## config.mk

```make
export PLATFORM = sky130hd
export DESIGN_NAME = sequence_player
export DESIGN_NICKNAME = d
export VERILOG_FILES = /design/src/rtl/typedefs_pkg.sv /design/src/rtl/led_decoder.sv /design/src/rtl/sequence_player.sv
export SDC_FILE = /design/constraint.sdc
export NUM_CORES = 1
export LEC_CHECK = 0
export CORE_UTILIZATION = 40
export DETAILED_ROUTE_END_ITERATION = 12
export HOLD_SLACK_MARGIN = 0.12
export PLACE_DENSITY = 0.59
export SYNTH_ARGS = -nofsm -noshare
export SYNTH_HDL_FRONTEND = slang
export SYNTH_SLANG_ARGS = --single-unit
```

## constraint.sdc

```tcl
create_clock -name clk -period 2.95 [get_ports clk]
set_clock_uncertainty 0.1 [all_clocks]
set_input_delay 0.885 -clock clk [delete_from_list [all_inputs] [get_ports clk]]
set_output_delay 0.885 -clock clk [all_outputs]
set_load 0.005 [all_outputs]
```

## src/rtl/typedefs_pkg.sv

```systemverilog
// typedefs_pkg: shared colour and player-state types for the Genius game
package typedefs_pkg;
  typedef enum logic [1:0] {RED = 2'd0, GREEN = 2'd1, BLUE = 2'd2, YELLOW = 2'd3} color_t;
  typedef enum logic [2:0] {IDLE, FETCH, LATCH, ON, GAP, DONE} player_state_t;
  function automatic int max3(input int a, input int b, input int c);
    int m;
    m = a > b ? a : b;
    return m > c ? m : c;
  endfunction
endpackage

```

## src/rtl/led_decoder.sv

```systemverilog
// led_decoder: colour code plus enable to one-hot LED drive
module led_decoder
  import typedefs_pkg::*;
(
  input  color_t color,
  input  logic   en,
  output logic   red,
  output logic   green,
  output logic   blue,
  output logic   yellow
);
  assign red    = en && color == RED;
  assign green  = en && color == GREEN;
  assign blue   = en && color == BLUE;
  assign yellow = en && color == YELLOW;
endmodule

```

## src/rtl/sequence_player.sv

```systemverilog
// sequence_player: plays the stored colour sequence on the LEDs, lit time then dark gap per item
module sequence_player
  import typedefs_pkg::*;
#(
  parameter int ADDR_WIDTH = 5,
  parameter int DATA_WIDTH = 2,
  parameter int FAST_TICKS = 25_000_000,
  parameter int SLOW_TICKS = 50_000_000,
  parameter int GAP_TICKS  = 10_000_000
) (
  input  logic                  clk,
  input  logic                  rst_n,
  input  logic                  start,
  input  logic [ADDR_WIDTH-1:0] last_index,
  input  logic                  speed,
  input  logic                  all_leds,
  output logic                  mem_rd,
  output logic [ADDR_WIDTH-1:0] mem_addr,
  input  logic [DATA_WIDTH-1:0] mem_data,
  output logic                  busy,
  output logic                  done,
  output logic                  led_red,
  output logic                  led_green,
  output logic                  led_blue,
  output logic                  led_yellow
);
  localparam int TW = $clog2(max3(FAST_TICKS, SLOW_TICKS, GAP_TICKS) + 1);
  player_state_t state, state_n;
  logic [ADDR_WIDTH-1:0] idx, last_q;
  logic speed_q;
  logic [TW-1:0] timer;
  color_t color;
  logic t_end, dec_red, dec_green, dec_blue, dec_yellow, idle_all;
  assign t_end = timer == '0;
  always_comb begin
    state_n = state;
    case (state)
      IDLE:    state_n = start ? FETCH : IDLE;
      FETCH:   state_n = LATCH;
      LATCH:   state_n = ON;
      ON:      state_n = t_end ? GAP : ON;
      GAP:     state_n = !t_end ? GAP : (idx == last_q ? DONE : FETCH);
      DONE:    state_n = IDLE;
      default: state_n = IDLE;
    endcase
  end
  always_ff @(posedge clk or negedge rst_n) begin
    if (!rst_n) begin
      state   <= IDLE;
      idx     <= '0;
      last_q  <= '0;
      speed_q <= 1'b0;
      timer   <= '0;
      color   <= RED;
    end else begin
      state <= state_n;
      if (state == IDLE && start) begin
        idx     <= '0;
        last_q  <= last_index;
        speed_q <= speed;
      end
      if (state == GAP && t_end && idx != last_q) idx <= idx + 1'b1;
      if (state == LATCH) color <= color_t'(mem_data[1:0]);
      // one down-counter shared by the lit and dark phases, loaded with N-1 on entry
      if (state == LATCH) timer <= speed_q ? TW'(FAST_TICKS - 1) : TW'(SLOW_TICKS - 1);
      else if (state == ON && t_end) timer <= TW'(GAP_TICKS - 1);
      else if (!t_end) timer <= timer - 1'b1;
    end
  end
  led_decoder u_dec (
    .color (color),
    .en    (state == ON),
    .red   (dec_red),
    .green (dec_green),
    .blue  (dec_blue),
    .yellow(dec_yellow)
  );
  assign idle_all   = state == IDLE && all_leds && rst_n;
  assign busy       = state != IDLE;
  assign done       = state == DONE;
  assign mem_rd     = state == FETCH;
  assign mem_addr   = state == FETCH ? idx : '0;
  assign led_red    = dec_red || idle_all;
  assign led_green  = dec_green || idle_all;
  assign led_blue   = dec_blue || idle_all;
  assign led_yellow = dec_yellow || idle_all;
endmodule

```

==> flow_metrics.tcl <==
set metrics [dict create \
    cp-start-kind "input pin" \
    synth_simple_gate_area_share_pct 26.47 \
    floorplan.die_area_sq_um 6269 \
    row_count 27 \
    clockRootBuffer "clkbuf_8" \
    power_per_cell_area_nw_per_um2 612.9 \
    starting_density_of_the_core_pct 42.48 \
    avgViaCountPerCell 5.526 \
    place_hpwl_microns 3804 \
    cts.repair_timing.setup_buffer_count 0 \
    cts_tree "yes" \
    wl_per_cell_microns 15.30 \
    cts_hold_buffers 0 \
    synthToLayoutAreaGrowth_pct 18.22 \
    layout_cell_share_with_drive_strength_beyond_1_pct 14.07 \
    routed_vias 1890 \
    worst_setup_end_kind "output pin" \
    worstHoldPathType "reg -> reg" \
    place_congestion 0.7516 \
    maximum_resistive_drop_on_vdd_uv 295.0 \
    drtPass1Iterations 4 \
    synth_adder_area_share_pct 1.576 \
    drc_errors 0 \
    grt_first_pass_wirelength_microns 9190 \
    yosys.area_share.xor_xnor_pct 7.353 \
    outcome "complete, no violations" \
    rsz0062_at_grt "false" \
    layout_common_cells "dfrtp_1 (42), nand2_1 (24), clkdlybuf4s50_1 (18)" \
    antenna_found_initial 0 \
    synth_nets 255 \
    grt_overflow_total 0 \
    maximum_buffer_depth_of_the_clock_tree 2 \
    layout.core_utilization_pct 50.22 \
    floorplan.die.width_microns 79.18 \
    synth_sequential_area_ratio_pct 44.12 \
    layout_commonest_cell "dfrtp_1" \
    numCtsBuffers 5 \
    placed_cells_incl_taps 334 \
    route.antenna.remaining_nets 0 \
    pwr-share-seq_pct 51.9 \
    worst_ep_arrival_time_ns 1.81 \
    netlist_area_sq_um 2382 \
    finalNetCount 284 \
    synth_enable_flop_cells 0 \
    combinational_family_with_the_most_area_after_synthesis "simple AND/OR/NAND/NOR gates" \
    synth_mux_area_share_pct 5.987 \
    clkSlewWorstSetupHoldPaths_ns 0.08 \
    final_hold_vios 0 \
    ys_warn_count 0 \
    timing.hold.ws_ns 0.4295 \
    drt-initial-drc-count 60 \
    p_clk_share_pct 25.0 \
    finalSetupViolations 0 \
    pre_cts_slack_ns -0.1367 \
    synth_seq_cells 42 \
    netlist-cell-type-count 53 \
    combPwrFrac_pct 23.1 \
    p_leak_nw 1.171 \
    clkSinkCount 42 \
    final.period_utilization_pct 94.75 \
    synth_flop_cell "dfrtp_1" \
    number_of_global_route_vias_before_repair 1888 \
    switching_share_pct 33.15 \
    worstPathCellList "clkdlybuf4s50_1 -> nand3_1 -> o31ai_1 -> dlygate4sd2_1" \
    floorplan.io_pins 24 \
    critPathRequiredTime_ns 1.97 \
    worst_pin_slew_ns 0.5616 \
    final_cells 342 \
    internal_power_mw 1.154 \
    post_synth.cell_area_avg_sq_um 9.926 \
    cts_resized 4 \
    largest_net_degree_at_the_start_of_global_routing 43 \
    die_height_microns 79.18 \
    antenna-diode-count 0 \
    level_count_of_the_clock_h_tree 2 \
    report.final.slew_viol_count 0 \
    placeableCoreArea_sq_um 5608 \
    cpMaxStageDelayCell "clkdlybuf4s50_1" \
    final_worst_setup_slack_ns 0.1549 \
    synth-async-reset-ratio_pct 100.0 \
    slowest_delay_ns 0.45 \
    worstSetupPathType "in -> out" \
    clkLatencyLatePin_ns 0.29 \
    power_switching_mw 0.5723 \
    synth_compound_area_share_pct 11.76 \
    groute.usage.overall_pct 18.91 \
    final.min_clock_period_ns 2.795 \
    maxCapViolCount 0 \
    post_synth_inst_count 240 \
    crit_path_max_fanout 4 \
    timing.fmax_mhz 357.8 \
    drt-total-wl_microns 5232 \
    portBuffers 23 \
    setup_tns_ns 0 \
    max_slew_margin_pct 62.56 \
]
-- synthesized netlist by cell type, types with 2 or more instances --
library cell	n	area share, %
nor3b_1	2	0.63
nand4_1	5	1.3
a21oi_1	5	1.1
and2_1	3	0.79
ha_1	3	1.6
nor3_1	15	3.2
nand2_1	24	3.8
and3_1	8	2.1
nand3_1	12	2.5
o21ai_0	11	2.3
a221o_1	2	0.84
dfrtp_1	42	44
nand2b_1	2	0.53
o21a_1	2	0.63
o31ai_1	6	1.9
xor2_1	7	2.6
nor2_1	10	1.6
nor3_2	2	0.84
clkbuf_1	6	0.95
or4_1	4	1.3
xnor2_1	13	4.8
nor4_1	5	1.3
or2_2	2	0.53
inv_1	5	0.79
or3_1	2	0.53
mux2i_1	6	2.5
a211oi_1	2	0.63
o41ai_1	2	0.74
a31oi_1	2	0.53
a21boi_0	2	0.63
mux2_2	6	2.8
-- power groups by stage --
stage | Combinational, mW | Clock [mW] | Sequential, mW
2_1_floorplan | 0.303 | 0 | 0.860
3_3_place_gp | 0.401 | 0 | 0.900
3_5_place_dp | 0.410 | 0 | 0.904
4_1_cts | 0.401 | 0.444 | 0.893
5_1_grt | 0.451 | 0.471 | 0.919
6_report | 0.398 | 0.432 | 0.896
-- area by class of cell --
cell class | instances | area, sq um
Clock buffer | 8 | 110.1
Fill cell | 543 | 2791
Inverter | 5 | 18.77
Multi-Input combinational cell | 184 | 1266
Sequential cell | 42 | 1051
Tap cell | 72 | 90.09
Timing Repair Buffer | 31 | 280.3
-- state kept, by name, indices dropped and copies added (netlist names) --
| name | cells |
|---|---|
| state | 3 |
| color | 2 |
| speed_q | 1 |
| last_q | 5 |
| timer | 26 |
| idx | 5 |
-- worst paths after layout --
kind | depth (start not counted) | from | slack [ns] | to
max in group asynchronous | 2 | rst_n | 1.76 | timer[24]
min in group asynchronous | 2 | rst_n | 0.57 | timer[1]
hold reg to reg | 1 | last_q[0] | 0.43 | last_q[0]
setup / recovery | 4 | all_leds | 0.15 | led_green
setup reg to reg | 8 | timer[0] | 0.47 | timer[5]
hold / removal | 1 | last_q[0] | 0.43 | last_q[0]
-- cell families after synthesis --
group | after synthesis
xor+xnor | 20
fa+ha+maj | 3
simple gates | 108
mux | 13
compound gates | 40
flops | 42
buf+inv | 14
-- stage by stage --
stage | cell area (sq um) | total power, mW
floorplan | 2382 | 1.163
global placement | 2711 | 1.301
detailed placement | 2711 | 1.313
CTS | 2816 | 1.738
global route | 2816 | 1.841
finish | 2816 | 1.726
-- worst max-delay path: cells and delay by family --
kind / cells / cell delay (ns)
AOI/OAI and AO/OA: 1 / 0.10
buffers and inverters: 2 / 0.71
and+or+nand+nor: 1 / 0.11
-- per-layer routing --
| metal | global-route usage, % | wire length (microns) | vias up |
|---|---|---|---|
| met5 | 0 | 0 | - |
| met4 | 6.000 | 48 | 0 |
| met3 | 4.138 | 131 | 6 |
| met2 | 30.86 | 2499 | 24 |
| met1 | 24.85 | 2552 | 918 |
| li1 | - | - | 942 |
Note: power is estimated with default switching activity, not from simulation.
